$ cat src/rtl/load_store_unit.sv
// Load/store unit between a CPU request port and a single-port data memory
// that has a same-cycle read path and a write strobe sampled on rising clk.
// Sub-word stores read the target word first, merge the new lane, then write
// the merged word back.
//
// Handshake: a request is taken on a rising edge where req_valid and req_ready
// are both high; req_ready is high only while idle, so at most one request is
// in flight. The response is a single-cycle resp_valid pulse with no
// backpressure. resp_rdata/resp_err hold their values until the next response.
module load_store_unit #(
  parameter int WORD_AW = 14
) (
  input  logic               clk,
  input  logic               reset,
  input  logic               req_valid,
  output logic               req_ready,
  input  logic               req_we,
  input  logic [1:0]         req_size,
  input  logic               req_signed,
  input  logic [WORD_AW+1:0] req_addr,
  input  logic [31:0]        req_wdata,
  output logic               resp_valid,
  output logic [31:0]        resp_rdata,
  output logic               resp_err,
  output logic [WORD_AW-1:0] mem_addr,
  output logic               mem_MW,
  output logic [31:0]        mem_data_in,
  input  logic [31:0]        mem_data_out,
  output logic [2:0]         o_dbg_state
);

  typedef enum logic [2:0] {
    S_IDLE     = 3'd0,
    S_LOAD     = 3'd1,
    S_RMW_READ = 3'd2,
    S_WRITE    = 3'd3,
    S_RESP     = 3'd4
  } state_t;

  state_t               r_state;
  state_t               w_next;
  logic                 w_accept;
  logic                 w_req_err;
  logic [1:0]           r_size;
  logic                 r_signed;
  logic [1:0]           r_lane;
  logic [15:0]          r_wdata;
  logic [WORD_AW-1:0]   r_mem_addr;
  logic [31:0]          r_mem_data_in;
  logic [31:0]          r_rdata;
  logic                 r_err;
  logic [7:0]           w_byte;
  logic [15:0]          w_half;
  logic [31:0]          w_load_data;
  logic [31:0]          w_merged;

  assign w_accept    = req_valid & (r_state == S_IDLE);
  assign req_ready   = (r_state == S_IDLE);
  assign resp_valid  = (r_state == S_RESP);
  assign mem_MW      = (r_state == S_WRITE);
  assign mem_addr    = r_mem_addr;
  assign mem_data_in = r_mem_data_in;
  assign resp_rdata  = r_rdata;
  assign resp_err    = r_err;
  assign o_dbg_state = r_state;

  // Illegal size or an address not aligned to the access size.
  always_comb begin
    w_req_err = 1'b0;
    case (req_size)
      2'b00:   w_req_err = 1'b0;
      2'b01:   w_req_err = req_addr[0];
      2'b10:   w_req_err = (req_addr[1:0] != 2'b00);
      default: w_req_err = 1'b1;
    endcase
  end

  // State register.
  always_ff @(posedge clk or posedge reset) begin
    if (reset) r_state <= S_IDLE;
    else       r_state <= w_next;
  end

  // Next-state: the path through the FSM is chosen once, at accept.
  always_comb begin
    w_next = r_state;
    case (r_state)
      S_IDLE: begin
        if (w_accept) begin
          if (w_req_err)             w_next = S_RESP;
          else if (!req_we)          w_next = S_LOAD;
          else if (req_size == 2'b10) w_next = S_WRITE;
          else                       w_next = S_RMW_READ;
        end
      end
      S_LOAD:     w_next = S_RESP;
      S_RMW_READ: w_next = S_WRITE;
      S_WRITE:    w_next = S_RESP;
      S_RESP:     w_next = S_IDLE;
      default:    w_next = S_IDLE;
    endcase
  end

  // Load lane extraction and zero/sign extension from the live read data.
  always_comb begin
    w_byte      = mem_data_out[{r_lane, 3'b000} +: 8];
    w_half      = r_lane[1] ? mem_data_out[31:16] : mem_data_out[15:0];
    w_load_data = mem_data_out;
    case (r_size)
      2'b00:   w_load_data = {{24{r_signed & w_byte[7]}}, w_byte};
      2'b01:   w_load_data = {{16{r_signed & w_half[15]}}, w_half};
      default: w_load_data = mem_data_out;
    endcase
  end

  // Read-modify-write merge: replace only the addressed lane.
  always_comb begin
    w_merged = mem_data_out;
    if (r_size == 2'b00) begin
      w_merged[{r_lane, 3'b000} +: 8] = r_wdata[7:0];
    end else if (r_lane[1]) begin
      w_merged[31:16] = r_wdata;
    end else begin
      w_merged[15:0] = r_wdata;
    end
  end

  // Request latch, memory drive and response registers.
  always_ff @(posedge clk or posedge reset) begin
    if (reset) begin
      r_size        <= 2'b00;
      r_signed      <= 1'b0;
      r_lane        <= 2'b00;
      r_wdata       <= 16'h0;
      r_mem_addr    <= '0;
      r_mem_data_in <= 32'h0;
      r_rdata       <= 32'h0;
      r_err         <= 1'b0;
    end else begin
      if (w_accept) begin
        r_size     <= req_size;
        r_signed   <= req_signed;
        r_lane     <= req_addr[1:0];
        r_wdata    <= req_wdata[15:0];
        r_mem_addr <= req_addr[WORD_AW+1:2];
        if (req_we && !w_req_err) r_mem_data_in <= req_wdata;
        if (w_req_err) begin
          r_rdata <= 32'h0;
          r_err   <= 1'b1;
        end
      end
      if (r_state == S_LOAD) begin
        r_rdata <= w_load_data;
        r_err   <= 1'b0;
      end
      if (r_state == S_RMW_READ) r_mem_data_in <= w_merged;
      if (r_state == S_WRITE) begin
        r_rdata <= 32'h0;
        r_err   <= 1'b0;
      end
    end
  end

endmodule

$ cat config.mk
export PLATFORM = sky130hd
export DESIGN_NAME = load_store_unit
export DESIGN_NICKNAME = d
export VERILOG_FILES = /design/src/rtl/load_store_unit.sv
export SDC_FILE = /design/constraint.sdc
export NUM_CORES = 1
export LEC_CHECK = 0
export CORE_AREA = 2 2 129 156
export DETAILED_ROUTE_END_ITERATION = 16
export DIE_AREA = 0 0 131 158
export MAX_ROUTING_LAYER = met4
export PLACE_DENSITY = 0.62
export SYNTH_ARGS = -nofsm -noshare
export SYNTH_HDL_FRONTEND = slang
export SYNTH_SLANG_ARGS = --single-unit
export TNS_END_PERCENT = 100
$ cat constraint.sdc
create_clock -name clk -period 5.2 [get_ports clk]
set_input_delay 0.52 -clock clk [delete_from_list [all_inputs] [get_ports clk]]
set_output_delay 0.52 -clock clk [all_outputs]
set_load 0.005 [all_outputs]
==> results of run 1 <==
## sequential cells by signal, indices dropped and copies added (netlist names)
| register | cells |
|---|---|
| resp_err | 1 |
| resp_rdata | 32 |
| r_lane | 2 |
| mem_addr | 14 |
| mem_data_in | 32 |
| r_signed | 1 |
| r_wdata | 16 |
| o_dbg_state | 3 |
| r_size | 2 |
## per-stage QoR
| stage | std cells | area, µm² | utilization [%] | worst slack, ps | total power [mW] |
|---|---|---|---|---|---|
| 2_1_floorplan | 520 | 5670 | - | 1976 | 2.879 |
| 3_3_place_gp | 915 | 7543 | 39.15 | 2364 | 3.856 |
| 3_5_place_dp | 915 | 7543 | 39.15 | 2215 | 3.914 |
| 4_1_cts | 931 | 7828 | 40.62 | 2232 | 4.590 |
| 5_1_grt | 931 | 7828 | 40.62 | 2076 | 4.871 |
| 6_report | 931 | 7828 | 40.62 | 2205 | 4.568 |
## final timing paths
| check | slack, ps | from | to |
|---|---|---|---|
| hold / removal | 510 | mem_data_in[29] | mem_data_in[29] |
| max in group asynchronous | 3440 | reset | resp_rdata[23] |
| setup reg to reg | 2410 | o_dbg_state[0] | mem_data_in[8] |
| hold reg to reg | 510 | mem_data_in[29] | mem_data_in[29] |
| min in group asynchronous | 630 | reset | mem_data_in[1] |
| setup / recovery | 2210 | o_dbg_state[1] | mem_MW |
## synth_stat cells (8+ instances only)
cell       instances  area, µm²
nand2_1           24      90.09
a22o_1            10      87.58
dfrtp_1          103       2577
mux2i_1           16      160.2
o21ai_0           38      190.2
a221oi_1          13      113.9
nor2b_1           15      93.84
o2bb2ai_1         16      140.1
mux2_2            67      754.5
buf_2             14      70.07
o221a_2           11      123.9
inv_1             17      63.81
clkbuf_1          20      75.07
nor2_1            24      90.09
a311o_1            9      90.09
nand4_1            8      50.05
a21oi_1           20      100.1
a22oi_1            8      60.06
a221o_1           16      160.2
## kinds of logic (layout without fill, tap and decap cells)
group / count (synthesis) / after routing / share of synthesized area, %
flip-flops: 103 / 103 / 45.45
multiplexers: 84 / 84 / 16.53
buffers and inverters: 63 / 213 / 5.097
AND/OR/NAND/NOR: 98 / 98 / 8.871
AO/OA/AOI/OAI: 167 / 167 / 22.95
adder cells (fa/ha/maj): 5 / 5 / 1.103
## worst max-delay path, cell delays in order, from the launching register on
cell and delay (ps):
dfrtp_1 520, clkinv_1 680, nor2_1 360, clkdlybuf4s50_1 560
## power breakdown
group          switching, mW  internal (mW)  leakage (nW)
registers              0.332           1.16          1.27
logic                   1.13           1.28          1.64
clock network          0.323          0.334         0.133
## cell usage in the layout (no fill, tap or decap), types with 8 or more instances in the layout
cell	count
o21ai_0	38
mux2_2	67
clkdlybuf4s50_1	171
nor2b_1	15
inv_1	16
a22oi_1	8
a311o_1	9
dfrtp_1	103
a221o_1	16
a22o_1	10
nand4_1	8
o221a_2	11
clkbuf_16	9
nor2_1	24
o2bb2ai_1	16
mux2i_1	16
a21oi_1	20
nand2_1	24
a221oi_1	13
## layer usage
layer / wire length, µm / track usage, % / vias to the layer above
li1: - / - / 2274
met1: 8582 / 27.41 / 2561
met2: 9159 / 28.74 / 251
met3: 1259 / 2.535 / 38
met4: 825 / 9.119 / 0
met5: 0 / - / -
## area by class of cell
cell class | instances | area (µm²) | share of cell area, %
Multi-Input combinational cell | 354 | 2805 | 35.84
Sequential cell | 103 | 2577 | 32.93
Timing Repair Buffer | 177 | 1757 | 22.44
Tap cell | 261 | 326.6 | 4.172
Clock buffer | 10 | 229.0 | 2.925
Inverter | 20 | 77.57 | 0.9910
Clock inverter | 6 | 55.05 | 0.7033
==> impl_metrics.toml, run 1 <==
[cts]
cts_tree = "done"
clk_latency_ps = 350
htree_levels = 3
numCtsBuffers = 9
clockRootBuffer = "clkbuf_16"
post_cts_resized = 0
post-cts-setup-buffers = 0
cts.sinks = 103
clk_pin_slew_worst_paths_ps = 70
cts_hold_buf = 0
clk_path_buf_depth = 2

[power]
vdd_drop_max_mv = 0.2661
leakage_nw = 3.042
power.density_nw_per_um2 = 583.6

[setup_path]
start_kind = "register"
required_ps = 4680
reg2reg_depth = 4
arrival_ps = 2470
cp-end-kind = "output port"
critPathKind = "register to output port"
path_max_fanout = 27

[sta]
maxSlewHeadroom_pct = 12.48
final_hold_viol_count = 0
fmaxAchievable_mhz = 333.9
rsz0062_at_grt = "false"
setup_violations = 0
period_minus_slack_ps = 2995
final.setup_skew_ps = 9.056
hold_slack_ps = 507.8
setup_tns_ps = 0
finalCritPeriodShare_pct = 57.59
maxSlewViolCount = 0
tightest_slew_ps = 1308

[layout]
diodes = 0
nNetsFinal = 757
area_growth_pct = 38.04
n_fill_cell = 1837
drive_above_1_share_pct = 16.42

[die]
die-area_um2 = 20700
die_h_um = 158
core_um2 = 19270
die_width_um = 131
ioPinCount = 172
row_count = 56
start_util_pct = 29.43

[detailed_routing]
first_iter_violations = 327
wirelength_mm = 19.83
first_pass_iters = 5
viasPerCell = 5.504
wl_per_cell_um = 21.30
num_vias = 5124
detail-route-antenna-nets = 0
route.detailed.drc = 0

[synth]
synth_area_per_cell_um2 = 10.90
netlist_area_um2 = 5670
ys_seq_area_share_pct = 45.45
synth_cell_types = 53
synth_edf_count = 0
synthFlopType = "dfrtp_1"
synth_fp_nets = 612
async_flop_share_pct = 100.0
synthCells = 520
ys_ff_latch = 103
ys_warn_count = 0

[job]
cap_violations = 0

[hold_path]
hold_depth = 1
hp-class = "register to register"

[grt]
antenna_found_initial = 0
grt_pass1_vias = 5047
grt_remaining_overflow = 0
grt_usage_pct = 19.78
grt_pass1_wl_mm = 30.21
grt_start_max_net_pins = 58

[place]
dpl.hpwl_mm = 14.99
gp_congestion = 0.9589
port_buffers = 171

[status]
status = "finished clean"
(Power assumes the default switching activity.)
==> inputs of run 2 (changes only) <==
--- a/config.mk
+++ b/config.mk
@@ -9,7 +9,7 @@
 export DETAILED_ROUTE_END_ITERATION = 16
 export DIE_AREA = 0 0 131 158
 export MAX_ROUTING_LAYER = met4
-export PLACE_DENSITY = 0.62
+export PLACE_DENSITY = 0.64
 export SYNTH_ARGS = -nofsm -noshare
 export SYNTH_HDL_FRONTEND = slang
 export SYNTH_SLANG_ARGS = --single-unit
==> constraint.sdc (replaced) <==
create_clock -name clk -period 2.7 [get_ports clk]
set_input_delay 0.27 -clock clk [delete_from_list [all_inputs] [get_ports clk]]
set_output_delay 0.27 -clock clk [all_outputs]
set_load 0.005 [all_outputs]
==> impl_metrics.toml, run 2 (synthesis gave the netlist of run 1 again) <==
[status]
status = "finished clean"

[die]
die_width_um = 131
row_count = 56
start_util_pct = 29.43
die-area_um2 = 20700
ioPinCount = 172
die_h_um = 158
core_um2 = 19270

[cts]
clk_pin_slew_worst_paths_ps = 70
htree_levels = 3
post_cts_resized = 0
clockRootBuffer = "clkbuf_16"
cts_tree = "done"
clk_path_buf_depth = 2
clk_latency_ps = 350
numCtsBuffers = 9
post-cts-setup-buffers = 0
cts_hold_buf = 0
cts.sinks = 103

[setup_path]
cp-end-kind = "output port"
required_ps = 2430
arrival_ps = 2200
slowest_stage = "dfrtp_1"
reg2reg_depth = 6
critPathKind = "register to output port"
crit_chain = "clkinv_1 -> buf_4 -> nor2_1 -> clkdlybuf4s50_1"
start_kind = "register"
cp_slowest_stage_delay_ps = 570
path_max_fanout = 26

[grt]
grt_start_max_net_pins = 104
grt_pass1_vias = 4933
grt_remaining_overflow = 0
antenna_found_initial = 0
grt_usage_pct = 19.35
grt_pass1_wl_mm = 28.97

[power]
vdd_drop_max_mv = 0.6212
power.density_nw_per_um2 = 1119
leakage_nw = 3.161

[sta]
hold_slack_ps = 401.6
rsz0062_at_grt = "false"
maxSlewHeadroom_pct = 53.14
final.setup_skew_ps = 6.328
finalCritPeriodShare_pct = 91.48
finalWorstSetupSlack_ps = 230.2
tightest_slew_ps = 702.9
setup_violations = 0
final_hold_viol_count = 0
setup_tns_ps = 0
maxSlewViolCount = 0
period_minus_slack_ps = 2470
fmaxAchievable_mhz = 404.9

[job]
cap_violations = 0

[detailed_routing]
num_vias = 5071
first_iter_violations = 472
first_pass_iters = 6
wl_per_cell_um = 20.65
detail-route-antenna-nets = 0
viasPerCell = 5.327
route.detailed.drc = 0
wirelength_mm = 19.66

[layout]
diodes = 0
area_growth_pct = 41.39
drive_above_1_share_pct = 18.96
final_cell_mix = "clkdlybuf4s50_1, dfrtp_1, mux2_2, o21ai_0, buf_4"
nNetsFinal = 779
layout.cells.most_common = "clkdlybuf4s50_1"
final_area_um2 = 8018

[hold_path]
hp-class = "input port to async pin"

[place]
port_buffers = 171
preCtsSetupSlack_ps = 264.1
place_area_um2 = 7735
gp_congestion = 0.9091
dpl.hpwl_mm = 14.66
## run 2: area by class of cell
cell class,count,area (µm²)
multi-input cells,354,2805
clock inverters,3,26.28
clock buffers,12,256.5
flip-flops and latches,103,2577
fillers,1858,11250
repair buffers,199,1947
well taps,261,326.6
inverters,20,78.83
## run 2: worst paths after layout
| check | to | from | slack (ps) |
|---|---|---|---|
| worst max-delay path | mem_MW | o_dbg_state[1] | 230 |
| worst min-delay path | resp_rdata[19] | reset | 400 |
| worst max register to register | mem_data_in[25] | r_lane[0] | 390 |
| worst min register to register | resp_rdata[2] | resp_rdata[2] | 500 |
| max in group asynchronous | mem_addr[12] | reset | 1840 |
| min in group clk | resp_rdata[2] | resp_rdata[2] | 500 |
## run 2: layer usage
layer,vias up,part of all wire (%),track usage [%]
met1,2501,43,25.47
met3,32,6.6,3.582
li1,2325,-,-
met2,213,47,29.39
met5,-,0,-
met4,0,3.2,7.852
## run 2: through the flow
stage | instances | power (mW) | util, %
6_report | 952 | 8.970 | 41.61
5_1_grt | 952 | 9.526 | 41.61
4_1_cts | 952 | 9.018 | 41.61
3_5_place_dp | 937 | 7.703 | 40.14
3_3_place_gp | 937 | 7.652 | 40.14
2_1_floorplan | 520 | 5.545 | -
## run 2: worst max-delay path, delay by kind of cell, from the launching register on
| family | cells | cell delay [ps] |
|---|---|---|
| buf+inv | 3 | 1010 |
| flops | 1 | 570 |
| simple gates | 1 | 250 |
## run 2: power breakdown
part	total [mW]	switching (mW)	internal, mW
clock	1.28	0.597	0.681
sequential	2.85	0.610	2.24
combinational	4.84	2.21	2.64
